<file path="src/rtl/cpu_dbg_pkg.sv">
// Shared types and helpers for the halt/dump run-control block.
package cpu_dbg_pkg;

  typedef enum logic [2:0] {RUN, FETCH, WAIT, SEND, DONE} state_e;

  localparam logic [31:0] HALT_INSTR_DFLT = 32'hFFFF_FFFF;

  function automatic logic is_last(input logic [31:0] addr, input logic [31:0] words);
    return addr == (words - 32'd1);
  endfunction

endpackage

</file>
<file path="src/rtl/cpu_halt_dump_ctrl_sat_counter.sv">
// Saturating up-counter with synchronous active-high clear.
module sat_counter #(
  parameter int W = 32
) (
  input  logic         clk,
  input  logic         rst,
  input  logic         inc,
  output logic [W-1:0] q
);

  always_ff @(posedge clk) begin
    if (rst)              q <= '0;
    else if (inc && !(&q)) q <= q + W'(1);
  end

endmodule

</file>
<file path="src/rtl/cpu_halt_dump_ctrl.sv">
// Run-control for the pipeline: watches writeback for halt/timeout, then
// streams DUMP_WORDS data-memory words out over valid/ready.
module cpu_halt_dump_ctrl
  import cpu_dbg_pkg::*;
#(
  parameter int          DATA_W     = 32,
  parameter int          ADDR_W     = 9,
  parameter int          DUMP_WORDS = 512,
  parameter logic [31:0] HALT_INSTR = HALT_INSTR_DFLT,
  parameter int          CYC_W      = 32,
  parameter int unsigned TIMEOUT    = 0
) (
  input  logic              CLK,
  input  logic              reset,
  input  logic [31:0]       instrW,
  input  logic              instr_valid_W,
  output logic              mem_rd_en,
  output logic [ADDR_W-1:0] mem_rd_addr,
  input  logic [DATA_W-1:0] mem_rd_data,
  output logic              dump_valid,
  input  logic              dump_ready,
  output logic [DATA_W-1:0] dump_data,
  output logic [ADDR_W-1:0] dump_addr,
  output logic              dump_last,
  output logic              busy,
  output logic              done,
  output logic              timed_out,
  output logic [CYC_W-1:0]  cycle_count,
  output logic [CYC_W-1:0]  retired_count
);

  state_e            state, state_nxt;
  logic [ADDR_W-1:0] addr;
  logic [DATA_W-1:0] data_q;
  logic              to_q;
  logic              run, halt, tmo, hs, last, retire;
  logic [CYC_W-1:0]  cyc_inc;

  assign run     = (state == RUN);
  assign halt    = run && instr_valid_W && (instrW == HALT_INSTR);
  assign retire  = run && instr_valid_W && (instrW != HALT_INSTR);
  // Timeout compares against the value cycle_count is about to take.
  assign cyc_inc = (&cycle_count) ? cycle_count : cycle_count + CYC_W'(1);
  assign tmo     = (TIMEOUT != 0) && run && !halt && (64'(cyc_inc) == 64'(TIMEOUT));
  assign last    = is_last(32'(addr), 32'(DUMP_WORDS));
  assign hs      = (state == SEND) && dump_ready;

  sat_counter #(.W(CYC_W)) u_cyc (
    .clk (CLK),
    .rst (reset),
    .inc (run),
    .q   (cycle_count)
  );

  sat_counter #(.W(CYC_W)) u_ret (
    .clk (CLK),
    .rst (reset),
    .inc (retire),
    .q   (retired_count)
  );

  always_ff @(posedge CLK) begin
    if (reset) state <= RUN;
    else       state <= state_nxt;
  end

  always_comb begin
    state_nxt = state;
    case (state)
      RUN:     if (halt || tmo) state_nxt = FETCH;
      FETCH:   state_nxt = WAIT;
      WAIT:    state_nxt = SEND;
      SEND:    if (hs) state_nxt = last ? DONE : FETCH;
      DONE:    state_nxt = DONE;
      default: state_nxt = RUN;
    endcase
  end

  always_comb begin
    mem_rd_en  = 1'b0;
    dump_valid = 1'b0;
    busy       = 1'b0;
    done       = 1'b0;
    case (state)
      FETCH:   begin mem_rd_en = 1'b1; busy = 1'b1; end
      WAIT:    busy = 1'b1;
      SEND:    begin dump_valid = 1'b1; busy = 1'b1; end
      DONE:    done = 1'b1;
      default: ;
    endcase
  end

  // addr only moves on a non-last handshake, so it is stable through SEND
  // and already points at the next word when FETCH is entered.
  always_ff @(posedge CLK) begin
    if (reset) begin
      addr   <= '0;
      data_q <= '0;
      to_q   <= 1'b0;
    end else begin
      if (hs && !last)     addr   <= addr + ADDR_W'(1);
      if (state == WAIT)   data_q <= mem_rd_data;
      if (tmo)             to_q   <= 1'b1;
    end
  end

  assign mem_rd_addr = addr;
  assign dump_addr   = addr;
  assign dump_data   = data_q;
  assign dump_last   = (state == SEND) && last;
  assign timed_out   = to_q;

endmodule

</file>
<file path="config.mk">
export PLATFORM = sky130hd
export DESIGN_NAME = cpu_halt_dump_ctrl
export DESIGN_NICKNAME = d
export VERILOG_FILES = /design/src/rtl/cpu_dbg_pkg.sv /design/src/rtl/cpu_halt_dump_ctrl_sat_counter.sv /design/src/rtl/cpu_halt_dump_ctrl.sv
export SDC_FILE = /design/constraint.sdc
export NUM_CORES = 1
export LEC_CHECK = 0
export CAP_MARGIN = 40
export CORE_MARGIN = 2
export CORE_UTILIZATION = 46
export CTS_BUF_LIST = sky130_fd_sc_hd__clkbuf_2 sky130_fd_sc_hd__clkbuf_4 sky130_fd_sc_hd__clkbuf_8
export CTS_CLUSTER_SIZE = 10
export DETAILED_ROUTE_END_ITERATION = 16
export GPL_TIMING_DRIVEN = 0
export HOLD_SLACK_MARGIN = 0.08
export PLACE_DENSITY = 0.89
export SLEW_MARGIN = 10
export SYNTH_ARGS = -nofsm -noshare
export SYNTH_HDL_FRONTEND = slang
export SYNTH_SLANG_ARGS = --single-unit
</file>
<file path="constraint.sdc">
create_clock -name CLK -period 2.6 [get_ports CLK]
set_clock_uncertainty 0.05 [all_clocks]
set_input_delay 0.26 -clock CLK [delete_from_list [all_inputs] [get_ports CLK]]
set_output_delay 0.26 -clock CLK [all_outputs]
set_load 0.02 [all_outputs]
</file>
==> metrics.log, run 1 <==
INFO  metric async_flop_share = 0%
INFO  metric clk_pin_slew_worst_paths = 0.10 ns
INFO  metric grt_antenna_before_repair = 0
INFO  metric top_area_cell_type_share_of_the_netlist_area = 41.4%
INFO  metric std_cell_rows = 38
INFO  metric mapped_avg_cell_area = 8.12 sq um
INFO  metric dieArea = 12200 sq um
INFO  metric final.period_utilization = 96.7%
INFO  metric finalWorstPathRequiredPeriod = 2.51 ns
INFO  metric finalSetupViolCount = 0
INFO  metric metal_1_wl = 6400 microns
INFO  metric critical_path.startpoint_type = flop
INFO  metric combinationalPowerShare = 14.5%
INFO  metric postSynthCellCount = 643
INFO  metric floorplan.initialDensity = 47.8%
INFO  metric power.clock.fraction = 35.8%
INFO  metric highest-signal-layer = met4
INFO  metric worst_ep_arrival_time = 2.72 ns
INFO  metric clock_tree.htree_level_count = 3
INFO  metric cts_tree = done
INFO  metric postSynthRegisterBits = 108
INFO  metric hold_class = input port to flop
INFO  metric gp_congestion = 0.944
INFO  metric final-max-slew-violation-count = 0
INFO  metric synthTopCellsByCount = 108 x sky130_fd_sc_hd__dfxtp_1, 89 x sky130_fd_sc_hd__nand2_1, 80 x sky130_fd_sc_hd__a21oi_1, 40 x sky130_fd_sc_hd__clkbuf_1, 34 x sky130_fd_sc_hd__nand4_1
INFO  metric worst-slew-pin-transition = 0.632 ns
INFO  metric drt.antenna.violating_nets = 0
INFO  metric yosysWarningCount = 0
INFO  metric cts_made_buffers = 9
INFO  metric cts-root-to-sink-buffers = 2
INFO  metric cts-hold-fix-buffers = 0
INFO  metric power.net_switching = 877 uW
INFO  metric grt_start_max_net_pins = 17
INFO  metric synthMostInstantiatedCell = sky130_fd_sc_hd__dfxtp_1
INFO  metric dp_worst_setup_slack = -0.516 ns
INFO  metric antenna-diode-count = 0
INFO  metric core = 10900 sq um
INFO  metric synth_ff_type = sky130_fd_sc_hd__dfxtp_1
INFO  metric drt_pre_antenna_iters = 5
INFO  metric route.detailed.drc = 0
INFO  metric clk_root_buffer_cell = sky130_fd_sc_hd__clkbuf_8
INFO  metric fmaxAchievable = 398 MHz
INFO  metric ys_types = 51
INFO  metric hold_ws = 0.367 ns
INFO  metric syn-num-nets = 715
INFO  metric floorplan.io_pins = 188
INFO  metric crit_required = 2.80 ns
INFO  metric synth_enable_flop_cells = 0
INFO  metric global_route.overflow_total = 0
INFO  metric areaGrowthSynthToFinish = 45.8%
INFO  metric dr.first_iter.drc_count = 415
INFO  metric p_per_area = 457 nW/um^2
INFO  metric result_of_the_run = completed
INFO  metric synth_top_cells_by_area = sky130_fd_sc_hd__dfxtp_1 41%, sky130_fd_sc_hd__a21oi_1 7.7%, sky130_fd_sc_hd__nand2_1 6.4%
INFO  metric grt_setup_unrepaired = true
INFO  metric fin_tns_setup = 0 ns
INFO  metric intPower = 2600 uW
INFO  metric swShare = 25.2%
INFO  metric fp.dieH = 111 microns
INFO  metric power.static_leakage = 0.00246 uW
INFO  metric seq_power_share = 49.7%
INFO  metric die_w = 111 microns
INFO  metric synth_largest_area_cell = sky130_fd_sc_hd__dfxtp_1
INFO  metric ys_seq_area_share = 41.4%
INFO  metric fin_nets = 914
INFO  metric drt-wirelength-per-cell = 17.0 microns
INFO  metric post-layout-total-power = 3480 uW
INFO  metric routed-wl-met2 = 8090 microns
INFO  metric final_design_area_no_fill = 7610 sq um
INFO  metric place_area = 7260 sq um
INFO  metric grt_use_total = 26.1%
INFO  metric dp_hpwl = 12300 microns
INFO  metric post_route_cells_drive_above_1_share = 9.10%
INFO  metric worst_slew_margin_rel = 57.9%
INFO  metric endpoint_kind = flop
INFO  metric io_buffer_count = 186
INFO  metric grt_pass1_wl = 26600 microns
INFO  metric setup_ws = 0.0869 ns
INFO  metric vias_per_cell = 5.93
INFO  metric crit_fanout = 6
INFO  metric timing.setup.critical_path_class = flop to flop
INFO  metric via_count_of_the_first_global_routing_pass = 5569
INFO  metric vias = 5845
INFO  metric cts_sinks = 108
INFO  metric clock_latency = 0.38 ns
INFO  metric syn_area = 5220 sq um
INFO  metric routed_wl = 16800 microns
INFO  metric irDropWorstVdd = 0.396 mV
INFO  metric cap_violations = 0
INFO  metric hold_viol_final = 0
INFO  metric wl_met3 = 1760 microns
registers in the layout, indices dropped and copies added (netlist names):
name / flops
dump_data: 32
u_cyc.q: 32
u_ret.q: 32
dump_addr: 9
state: 3
kinds of logic after synthesis:
logic type | count (synthesis) | share of synthesized area, %
XOR/XNOR | 12 | 2.01
multiplexers | 10 | 2.11
adder cells (fa/ha/maj) | 4 | 0.958
flip-flops | 108 | 41.4
buffers and inverters | 64 | 5.65
AND/OR/NAND/NOR | 299 | 31.4
AO/OA/AOI/OAI | 145 | 16.4
other | 1 | 0.0718
power by group through the flow:
stage / clock, uW / sequential [uW] / combinational (uW)
after CTS: 1250 / 1730 / 497
after floorplan: 0 / 1810 / 183
final: 1250 / 1730 / 505
after global placement: 0 / 1760 / 478
after global routing: 1320 / 1740 / 543
after detailed placement: 0 / 1760 / 492
final timing paths:
| path | startpoint | to | slack (ns) | cells after the start |
|---|---|---|---|---|
| hold / removal | mem_rd_data[30] | dump_data[30] | 0.37 | 3 |
| setup reg to reg | u_cyc.q[0] | u_cyc.q[22] | 0.09 | 7 |
| hold reg to reg | dump_data[7] | dump_data[7] | 0.41 | 2 |
| setup / recovery | u_cyc.q[0] | u_cyc.q[22] | 0.09 | 7 |
critical path, cell delays in order, from the launching register on:
cell and delay [ns]:
sky130_fd_sc_hd__dfxtp_1 0.43, sky130_fd_sc_hd__ha_2 0.28, sky130_fd_sc_hd__or4b_1 0.52, sky130_fd_sc_hd__or3_1 0.39
sky130_fd_sc_hd__clkbuf_1 0.17, sky130_fd_sc_hd__nor4_1 0.33, sky130_fd_sc_hd__xnor2_1 0.17, sky130_fd_sc_hd__nor2_1 0.06
cell usage in the layout, fill, tap and decap left out, types with 9 or more instances in the layout:
cell type / count
sky130_fd_sc_hd__and4_1: 10
sky130_fd_sc_hd__nand3_1: 20
sky130_fd_sc_hd__nand2_1: 89
sky130_fd_sc_hd__or3_1: 22
sky130_fd_sc_hd__o31ai_1: 29
sky130_fd_sc_hd__clkdlybuf4s50_1: 185
sky130_fd_sc_hd__clkbuf_1: 30
sky130_fd_sc_hd__nand4_1: 34
sky130_fd_sc_hd__nor2_1: 33
sky130_fd_sc_hd__nor2b_1: 9
sky130_fd_sc_hd__dfxtp_1: 102
sky130_fd_sc_hd__buf_4: 18
sky130_fd_sc_hd__or4_1: 31
sky130_fd_sc_hd__o21ai_0: 17
sky130_fd_sc_hd__clkbuf_8: 10
sky130_fd_sc_hd__a21oi_1: 80
routing by layer:
metal	GRT usage, %	vias up
li1	-	2766
met1	30.1	2690
met2	44.5	337
met3	7.90	52
met4	11.4	0
met5	0	-
per-stage QoR:
step	utilization, %	std cells
floorplan	-	643
global placement	66.4	969
detailed placement	66.4	969
CTS	68.9	985
global route	69.6	986
finish	69.6	986
repair_timing:
action                                 in CTS  in global routing
setup endpoints to repair                  34                 46
setup buffers                               2                  4
endpoints found under the hold margin       0                  0
gates resized for setup                     6                 22
pin swaps                                   2                  3
area by class of cell:
type,count,area (sq um)
Inverter,7,26.3
Sequential cell,108,2170
Tap cell,140,175
Clock buffer,11,145
Multi-Input combinational cell,471,2830
Buffer,53,262
Timing Repair Buffer,192,1910
Fill cell,832,3320
Clock inverter,4,97.6
Note: power is estimated with default switching activity, not from simulation.
==> run 2, diff against run 1 <==
Settings changed: HOLD_SLACK_MARGIN 0.08 to 0.15.
==> results of run 2 <==
The final DEF is identical to that of run 1; final timing and power are the same.
